[src/rtl/svi_lane_pkg.sv]
// Shared types and constants for the latch-lane write controller.
package svi_lane_pkg;

    typedef enum logic {
        OP_WRITE = 1'b0,
        OP_CLEAR = 1'b1
    } op_e;

    typedef enum logic [2:0] {
        IDLE,
        SETUP,
        OPEN,
        HOLD,
        CHECK,
        CLEAR
    } state_e;

    localparam int ERR_CNT_W = 8;

    // Largest of the three phase lengths; sizes the shared phase counter.
    function automatic int max3(input int a, input int b, input int c);
        int m;
        m = (a > b) ? a : b;
        return (m > c) ? m : c;
    endfunction

endpackage

[src/rtl/svi_lane_writer_timer.sv]
// Loadable down-counter with a zero flag; times each phase of a lane command.
module lane_phase_timer #(
    parameter int W = 1
) (
    input  logic         clk_i,
    input  logic         arst_i,
    input  logic         load_i,
    input  logic [W-1:0] load_val_i,
    output logic         zero_o
);

    logic [W-1:0] count_q;
    logic [W-1:0] count_d;

    // Load takes priority; otherwise count down and park at zero.
    always_comb begin
        count_d = count_q;
        if (load_i) begin
            count_d = load_val_i;
        end else if (count_q != '0) begin
            count_d = count_q - 1'b1;
        end
    end

    // Counter register.
    always_ff @(posedge clk_i or posedge arst_i) begin
        if (arst_i) begin
            count_q <= '0;
        end else begin
            count_q <= count_d;
        end
    end

    assign zero_o = (count_q == '0);

endmodule

[src/rtl/svi_lane_writer.sv]
// Drives an array of latch lanes: sequences clear/data/enable with setup,
// open and hold phases, then reads the addressed lane(s) back.
module svi_lane_writer
    import svi_lane_pkg::*;
#(
    parameter int M         = 8,
    parameter int IDX_W     = $clog2(M),
    parameter int SETUP_CYC = 1,
    parameter int OPEN_CYC  = 1,
    parameter int HOLD_CYC  = 1
) (
    input  logic                 i_clk,
    input  logic                 i_arst,
    input  logic                 i_valid,
    output logic                 o_ready,
    input  logic                 i_op,
    input  logic [IDX_W-1:0]     i_idx,
    input  logic                 i_d,
    output logic                 o_lane_clr_n,
    output logic [M-1:0]         o_lane_en,
    output logic [M-1:0]         o_lane_d,
    input  logic [M-1:0]         i_lane_q,
    output logic                 o_done,
    output logic                 o_err,
    output logic [ERR_CNT_W-1:0] o_err_cnt
);

    localparam int CNT_W = $clog2(max3(SETUP_CYC, OPEN_CYC, HOLD_CYC) + 1);

    state_e               state_q, state_d;
    op_e                  op_q;
    logic                 d_q;
    logic [M-1:0]         sel_q;       // one-hot target lane, all-zero for a bad index
    logic [M-1:0]         sel_in;
    logic [M-1:0]         lane_en_q, lane_en_d;
    logic [M-1:0]         lane_d_q, lane_d_d;
    logic                 lane_clr_n_q, lane_clr_n_d;
    logic [ERR_CNT_W-1:0] err_cnt_q;
    logic                 accept;
    logic                 tmr_load;
    logic [CNT_W-1:0]     tmr_val;
    logic                 tmr_zero;

    // Decode the incoming index to a one-hot lane select; out-of-range gives zero.
    for (genvar gi = 0; gi < M; gi++) begin : g_sel
        assign sel_in[gi] = (i_idx == IDX_W'(gi));
    end

    assign accept  = i_valid && (state_q == IDLE);
    assign o_ready = (state_q == IDLE);

    lane_phase_timer #(
        .W(CNT_W)
    ) u_timer (
        .clk_i     (i_clk),
        .arst_i    (i_arst),
        .load_i    (tmr_load),
        .load_val_i(tmr_val),
        .zero_o    (tmr_zero)
    );

    // Next-state logic; each timed phase reloads the counter on entry.
    always_comb begin
        state_d  = state_q;
        tmr_load = 1'b0;
        tmr_val  = '0;
        case (state_q)
            IDLE: begin
                if (i_valid) begin
                    if (op_e'(i_op) == OP_CLEAR) begin
                        state_d  = CLEAR;
                        tmr_load = 1'b1;
                        tmr_val  = CNT_W'(OPEN_CYC - 1);
                    end else if (sel_in == '0) begin
                        state_d  = CHECK;
                    end else begin
                        state_d  = SETUP;
                        tmr_load = 1'b1;
                        tmr_val  = CNT_W'(SETUP_CYC - 1);
                    end
                end
            end
            SETUP: begin
                if (tmr_zero) begin
                    state_d  = OPEN;
                    tmr_load = 1'b1;
                    tmr_val  = CNT_W'(OPEN_CYC - 1);
                end
            end
            OPEN: begin
                if (tmr_zero) begin
                    state_d  = HOLD;
                    tmr_load = 1'b1;
                    tmr_val  = CNT_W'(HOLD_CYC - 1);
                end
            end
            HOLD: begin
                if (tmr_zero) begin
                    state_d = CHECK;
                end
            end
            CLEAR: begin
                if (tmr_zero) begin
                    state_d = CHECK;
                end
            end
            CHECK: begin
                state_d = IDLE;
            end
            default: begin
                state_d = IDLE;
            end
        endcase
    end

    // Lane outputs are computed from the upcoming state and registered, so
    // data only moves at acceptance while every enable is low.
    always_comb begin
        lane_d_d = lane_d_q;
        if (accept) begin
            if (op_e'(i_op) == OP_CLEAR) begin
                lane_d_d = '0;
            end else begin
                lane_d_d = (lane_d_q & ~sel_in) | (sel_in & {M{i_d}});
            end
        end
        lane_en_d    = (state_d == OPEN) ? sel_q : '0;
        lane_clr_n_d = (state_d != CLEAR);
    end

    // State, captured command and registered lane-side outputs.
    always_ff @(posedge i_clk or posedge i_arst) begin
        if (i_arst) begin
            state_q      <= IDLE;
            op_q         <= OP_WRITE;
            d_q          <= 1'b0;
            sel_q        <= '0;
            lane_en_q    <= '0;
            lane_d_q     <= '0;
            lane_clr_n_q <= 1'b0;
        end else begin
            state_q      <= state_d;
            lane_en_q    <= lane_en_d;
            lane_d_q     <= lane_d_d;
            lane_clr_n_q <= lane_clr_n_d;
            if (accept) begin
                op_q  <= op_e'(i_op);
                d_q   <= i_d;
                sel_q <= sel_in;
            end
        end
    end

    // Completion and readback verdict are presented during CHECK.
    always_comb begin
        o_done = (state_q == CHECK);
        o_err  = 1'b0;
        if (state_q == CHECK) begin
            if (op_q == OP_CLEAR) begin
                o_err = |i_lane_q;
            end else begin
                o_err = (sel_q == '0) || (|((i_lane_q ^ {M{d_q}}) & sel_q));
            end
        end
    end

    // Saturating count of commands that completed with an error.
    always_ff @(posedge i_clk or posedge i_arst) begin
        if (i_arst) begin
            err_cnt_q <= '0;
        end else if (o_done && o_err && (err_cnt_q != '1)) begin
            err_cnt_q <= err_cnt_q + 1'b1;
        end
    end

    assign o_lane_clr_n = lane_clr_n_q;
    assign o_lane_en    = lane_en_q;
    assign o_lane_d     = lane_d_q;
    assign o_err_cnt    = err_cnt_q;

endmodule

[config.mk]
export PLATFORM = sky130hd
export DESIGN_NAME = svi_lane_writer
export DESIGN_NICKNAME = d
export VERILOG_FILES = /design/src/rtl/svi_lane_pkg.sv /design/src/rtl/svi_lane_writer_timer.sv /design/src/rtl/svi_lane_writer.sv
export SDC_FILE = /design/constraint.sdc
export NUM_CORES = 1
export LEC_CHECK = 0
export CAP_MARGIN = 20
export CORE_ASPECT_RATIO = 1.5
export CORE_MARGIN = 10
export CORE_UTILIZATION = 49
export CTS_CLUSTER_DIAMETER = 60
export DETAILED_ROUTE_END_ITERATION = 10
export PLACE_DENSITY_LB_ADDON = 0.15
export SETUP_SLACK_MARGIN = 0.3
export SYNTH_ARGS = -nofsm -noshare
export SYNTH_HDL_FRONTEND = slang
export SYNTH_SLANG_ARGS = --single-unit
[constraint.sdc]
create_clock -name i_clk -period 2.4 [get_ports i_clk]
set_input_delay 0.36 -clock i_clk [delete_from_list [all_inputs] [get_ports i_clk]]
set_output_delay 0.36 -clock i_clk [all_outputs]
set_load 0.1 [all_outputs]
; ---- Word-level counts from Yosys, hierarchy flattened
; Index checks and enable logic that the tools add are counted.
[totals]
inputBits = 16
reg_bits = 39
word_cells = 62
output_inout_bits = 28
[classes]
n_eq_ne = 15
n_reduce_logical = 12
add_sub_neg = 2
bitwise_logic = 6
muxes = 18
[ops]
columns = operator, n
row1 = AND 8 bit, 3
row2 = == test 3 bit (second input constant), 6
row3 = two-way mux 3 bit, 6
row4 = logical NOT 8 bit, 2
row5 = two-way mux 8 bit, 2
row6 = OR reduction 8 bit, 2
row7 = == test 3 x 2 -> 1 bit (second input constant), 5
row8 = one-hot mux 3 bit (4 select lines), 1
row9 = adder 8 x 1 -> 8 bit (second input constant), 1
row10 = two-way mux 1 bit, 8
row11 = != test 8 bit (second input constant), 1
row12 = inverter 8 bit, 1
row13 = OR 8 bit, 1
row14 = XOR 8 bit, 1
row15 = == test 3 x 1 -> 1 bit (second input constant), 2
row16 = logical NOT 3 bit, 2
row17 = OR reduction 2 bit, 2
row18 = logical AND 1 bit, 3
row19 = != test 3 bit (second input constant), 1
row20 = one-hot mux 1 bit (2 select lines), 1
row21 = logical OR 1 bit, 1
row22 = subtractor 1 bit (second input constant), 1

; ---- Depth between registers and ports, before layout
; Gate-level depths: netlist of run 1.
[logic_depth]
ltp_word = 8
depth_mapped = 7
depth_no_buf = 6

; ---- Hierarchy
; A second synthesis of run 1 with hierarchy kept.
[hier_totals]
cells_unflattened = 197
hier_area_um2 = 1915.6
[modules_own_cells]
columns = module, instances, cells_each, area_each_um2, seq_area_each_um2
row1 = svi_lane_writer, 1, 193, 1876.8, 950.9
row2 = lane_phase_timer, 1, 4, 38.8, 25.0

; ---- Least setup slack after synthesis of run 1
; OpenSTA, ideal clock, no wires.
[synth_path]
path_kind = register to register
start = register state_q[1]
end = register err_cnt_q[1], in the netlist o_err_cnt[1]
period_less_slack_ps = 3033
path_buffers = 0
path_stages_with_launch = 7
slack_ps = -633
required_time_ps = 2274
arrival_ps = 2906
setup_ps = 126
path_cell_list = dfrtp_1 -> nor2_1 -> and2_1 -> nand2_1 -> a31oi_4 -> and2_4 -> mux2_4
[synth_between]
elab_chain_len = 4
[synth_rtl]
columns = item, line
row1 = "start, declared", svi_lane_writer.sv:30  ; state_e state_q, state_d;
row2 = "start signal, assigned", svi_lane_writer.sv:142  ; state_q <= state_d;
row3 = == test 3 bit, svi_lane_writer.sv:156  ; o_done = (state_q == CHECK);
row4 = net o_done, svi_lane_writer.sv:23  ; output logic o_done,
row5 = two-way mux 1 bit, svi_lane_writer.sv:158  ; if (state_q == CHECK) begin
row6 = net o_err, svi_lane_writer.sv:24  ; output logic o_err,
row7 = logical AND 1 bit (2 in a row), svi_lane_writer.sv:171  ; end else if (o_done && o_err && (err_cnt_q != '1)) begin
row8 = "end signal, assigned", svi_lane_writer.sv:172  ; err_cnt_q <= err_cnt_q + 1'b1;
row9 = "end, declared", svi_lane_writer.sv:38  ; logic [ERR_CNT_W-1:0] err_cnt_q;
; The timed path passes the listed nets, and every way through them passes these cells.
; A chain may end at the register's enable or synchronous reset.

; ---- Worst setup path after layout of run 1
[layout_path]
start = input port i_lane_q[5]
end = output port o_err
[layout_between]
elab_chain_len = 6
elab_cells_between_ends = 7
classes_between = mux: 2 / bitwise: 2 / reduce/logical: 3
[layout_rtl]
columns = item, line
row1 = "start, declared", svi_lane_writer.sv:22  ; input logic [M-1:0] i_lane_q,
row2 = XOR 8 bit, svi_lane_writer.sv:162  ; o_err = (sel_q == '0) || (|((i_lane_q ^ {M{d_q}}) & sel_q));
row3 = AND 8 bit, svi_lane_writer.sv:162
row4 = OR reduction 8 bit, svi_lane_writer.sv:162
row5 = logical OR 1 bit, svi_lane_writer.sv:162
row6 = two-way mux 1 bit (*), svi_lane_writer.sv:159  ; if (op_q == OP_CLEAR) begin
row7 = two-way mux 1 bit (*), svi_lane_writer.sv:158
row8 = "end, declared", svi_lane_writer.sv:24
; Mark *: on every way between the ends. The rest lies on a longest branch, timed or not.

==> metrics.yaml, run 1 <==
grt:
  grt_overflow_total: 0
  antenna_found_initial: 0
  first_global_vias: 1531
  grtUsageTotal_pct: 13.7
  grt_max_degree: 39
  grt_pass1_wl_um: 7410
drt:
  via_per_inst: 5.53
  met2_length_um: 2360
  routed.top_layer: "met4"
  wl_per_cell_um: 16.9
  drc: 0
  wl_met3_um: 312
  dr.pass1.iters: 4
  vias: 1510
  routed_wl_um: 4620
  drt_iter0_drc: 82
  ant_nets: 0
  met1_length_um: 1800
clock_network:
  cts_made_buffers: 5
  tritoncts: "done"
  cts.clk_slew.worst_paths_ps: 70
  cts_hold_buffers: 0
  htreeDepth: 2
  clock-sinks: 38
  clockBufferDepth: 2
  cts_root_buffer: "clkbuf_8"
  clock_latency_ps: 280
die:
  die_w_um: 69.5
  die_area_um2: 6540
  start_util_pct: 51.7
  io_pins: 44
  row_count: 26
  fp.coreArea_um2: 3480
  die_h_um: 94.2
timing:
  grt_setup_unrepaired: "no"
  hold_ws_ps: 488
  finalHoldViolCount: 0
  fmax_ghz: 0.478
  drv_slew: 0
  fin_tns_setup_ps: 0
  slew_headroom_pct: 67.9
  clock_skew_ps: 3.06
  tightest_slew_ps: 482
  finalSetupViolations: 0
  min_period_ps: 2090
  fin_crit_sh_pct: 87.1
setup_path:
  crit_cells: 6
  cp_num_buf_inv: 2
  end_kind: "primary output"
  slowest_stage: "clkdlybuf4s50_1"
  required_ps: 2040
  crit_arrival_ps: 1730
  cp_top_family: "buffers and inverters"
  slowest_delay_ps: 450
  path_cells: "clkdlybuf4s50_1 > xor2_1 > a22o_1 > a211oi_2 > a31oi_4 > buf_12"
  worstSetupStartpointType: "input pin"
  ff2ff_path_depth: 7
  crit_type: "in2out"
  path_max_fanout: 2
layout:
  multi_input_area_um2: 825
  final_nets: 247
  regArea_um2: 956
  nFillCells: 280
  layout-drive-gt1-share_pct: 26.0
  antenna_cells: 0
  area_growth_pct: 33.3
yosys:
  synth_seq_area_share_pct: 52.9
  ys_warn_count: 0
  yosys.cell_types.count: 38
  synth_most_common_cell: "dfrtp_1"
  synthesis.nets: 196
  synth_edf_count: 0
  ys_seq_elements: 38
  yosys-top-cells-area: "dfrtp_1, nand2_1, and2_1"
  synth_top_area_cell: "dfrtp_1"
  syn_avg_cell_area_um2: 10.0
  netlist_top_cells_count: "dfrtp_1, nand2_1, nor2_1"
  netlist_area_um2: 1800
  netlist_instances: 179
  yosys_most_used_dff: "dfrtp_1"
  synth_top_area_share_pct: 52.9
  async_reset_ff_share_pct: 100
placed_design:
  hpwl_um: 3350
  io_buffers: 43
  gp_congestion: 0.871
job:
  cap_violations: 0
status:
  status: "complete, no violations"
worst_hold_path:
  min_path_type: "in2async"
[repair_timing]
item | in CTS | in global routing
buffers inserted | 2 | 4
gates resized for setup | 1 | 6
endpoints found under the setup margin | 1 | 1
pin swaps | 2 | 3
[worst reg2reg max path, stage by stage (launching register included)]
cell      delay, ps
dfrtp_2         450
nor4_2          270
a22o_1          190
a211oi_2         50
a31oi_4         240
buf_4           200
and2_4          170
mux2_4          300
[per-stage QoR]
step / setup WS (ps) / instances / cell area (µm²) / util, %
3_3_place_gp: 184 / 259 / 2220 / 63.8
5_1_grt: 267 / 273 / 2400 / 68.8
4_1_cts: 341 / 269 / 2340 / 67.3
6_report: 308 / 273 / 2400 / 68.8
3_5_place_dp: 135 / 259 / 2220 / 63.8
2_1_floorplan: -56.4 / 179 / 1810 / -
[per-layer routing]
layer  GRT usage (%)  vias up
li1                -      728
met1            14.8      710
met2            23.4       58
met3            4.87       14
met4            6.06        0
met5               0        -
[sequential cells by signal, summed over array words and instances (netlist names)]
register / flops
o_err_cnt: 8
o_lane_d: 8
o_lane_en: 8
sel_q: 8
state_q: 3
d_q: 1
o_lane_clr_n: 1
op_q: 1
[cell type report]
| type | instances | share of cell area (%) |
|---|---|---|
| inverters | 5 | 0.783 |
| clock inverters | 1 | 0.209 |
| flip-flops and latches | 38 | 39.9 |
| well taps | 42 | 2.19 |
| repair buffers | 52 | 18.9 |
| multi-input cells | 128 | 34.4 |
| clock buffers | 7 | 3.60 |
[placed cells by master (no fill, tap or decap), types with 2 or more instances in the layout]
master           netlist  routed
and3_1                 5       5
a21oi_1                6       6
inv_1                  5       5
o21ai_0                6       6
dfrtp_2                0       4
xnor2_1                2       2
and2_1                 9       8
clkdlybuf4s50_1        0      15
o21ai_1                8       8
buf_4                  0      35
nor3_1                 4       3
nor2_1                12      11
mux2i_1                5       5
xor2_1                 5       5
nand2_1               25      24
o22ai_1                3       3
nand3_1                2       2
nand4_1                3       3
nand2b_1               5       5
and2_4                 1       2
a2bb2oi_1              2       2
dfrtp_1               38      34
a22o_1                 3       3
nor2b_1                3       3
clkbuf_8               0       6
buf_12                 0       2
a31oi_1                3       3
[cells by family after synthesis]
| group | count (synthesis) | share of synthesized area, % |
|---|---|---|
| buffers and inverters | 13 | 3.13 |
| muxes | 7 | 4.24 |
| xor gates and xnor gates | 7 | 3.41 |
| DFF | 38 | 52.9 |
| and+or+nand+nor | 73 | 20.0 |
| AOI/OAI and AO/OA | 40 | 15.6 |
| adders and majority gates | 1 | 0.696 |
[path summary, 6_finish.rpt]
path	start	endpoint	slack (ps)
min reg2reg	o_err_cnt[0]$_DFFE_PP0P_	o_err_cnt[0]$_DFFE_PP0P_	520
max	i_lane_q[5]	o_err	310
min	i_arst	o_err_cnt[2]$_DFFE_PP0P_	490
max reg2reg	sel_q[1]$_DFFE_PP0P_	o_err_cnt[1]$_DFFE_PP0P_	410
max in group asynchronous	i_arst	sel_q[1]$_DFFE_PP0P_	1550
min in group i_clk	o_err_cnt[0]$_DFFE_PP0P_	o_err_cnt[0]$_DFFE_PP0P_	520
Power of run 1 is left out: the tool's default activity adds up to more than one toggle a clock period on the data nets, which glitch-free logic cannot reach.
==> run 2: changes to the inputs <==
--- a/config.mk
+++ b/config.mk
@@ -9,8 +9,9 @@
 export CORE_ASPECT_RATIO = 1.5
 export CORE_MARGIN = 10
 export CORE_UTILIZATION = 49
-export CTS_CLUSTER_DIAMETER = 60
+export CTS_CLUSTER_DIAMETER = 150
 export DETAILED_ROUTE_END_ITERATION = 10
+export GPL_ROUTABILITY_DRIVEN = 0
 export PLACE_DENSITY_LB_ADDON = 0.15
 export SETUP_SLACK_MARGIN = 0.3
 export SYNTH_ARGS = -nofsm -noshare
==> results of run 2 <==
The final DEF is identical to that of run 1; final timing and power are the same.
Power of run 2 is left out for the same reason.
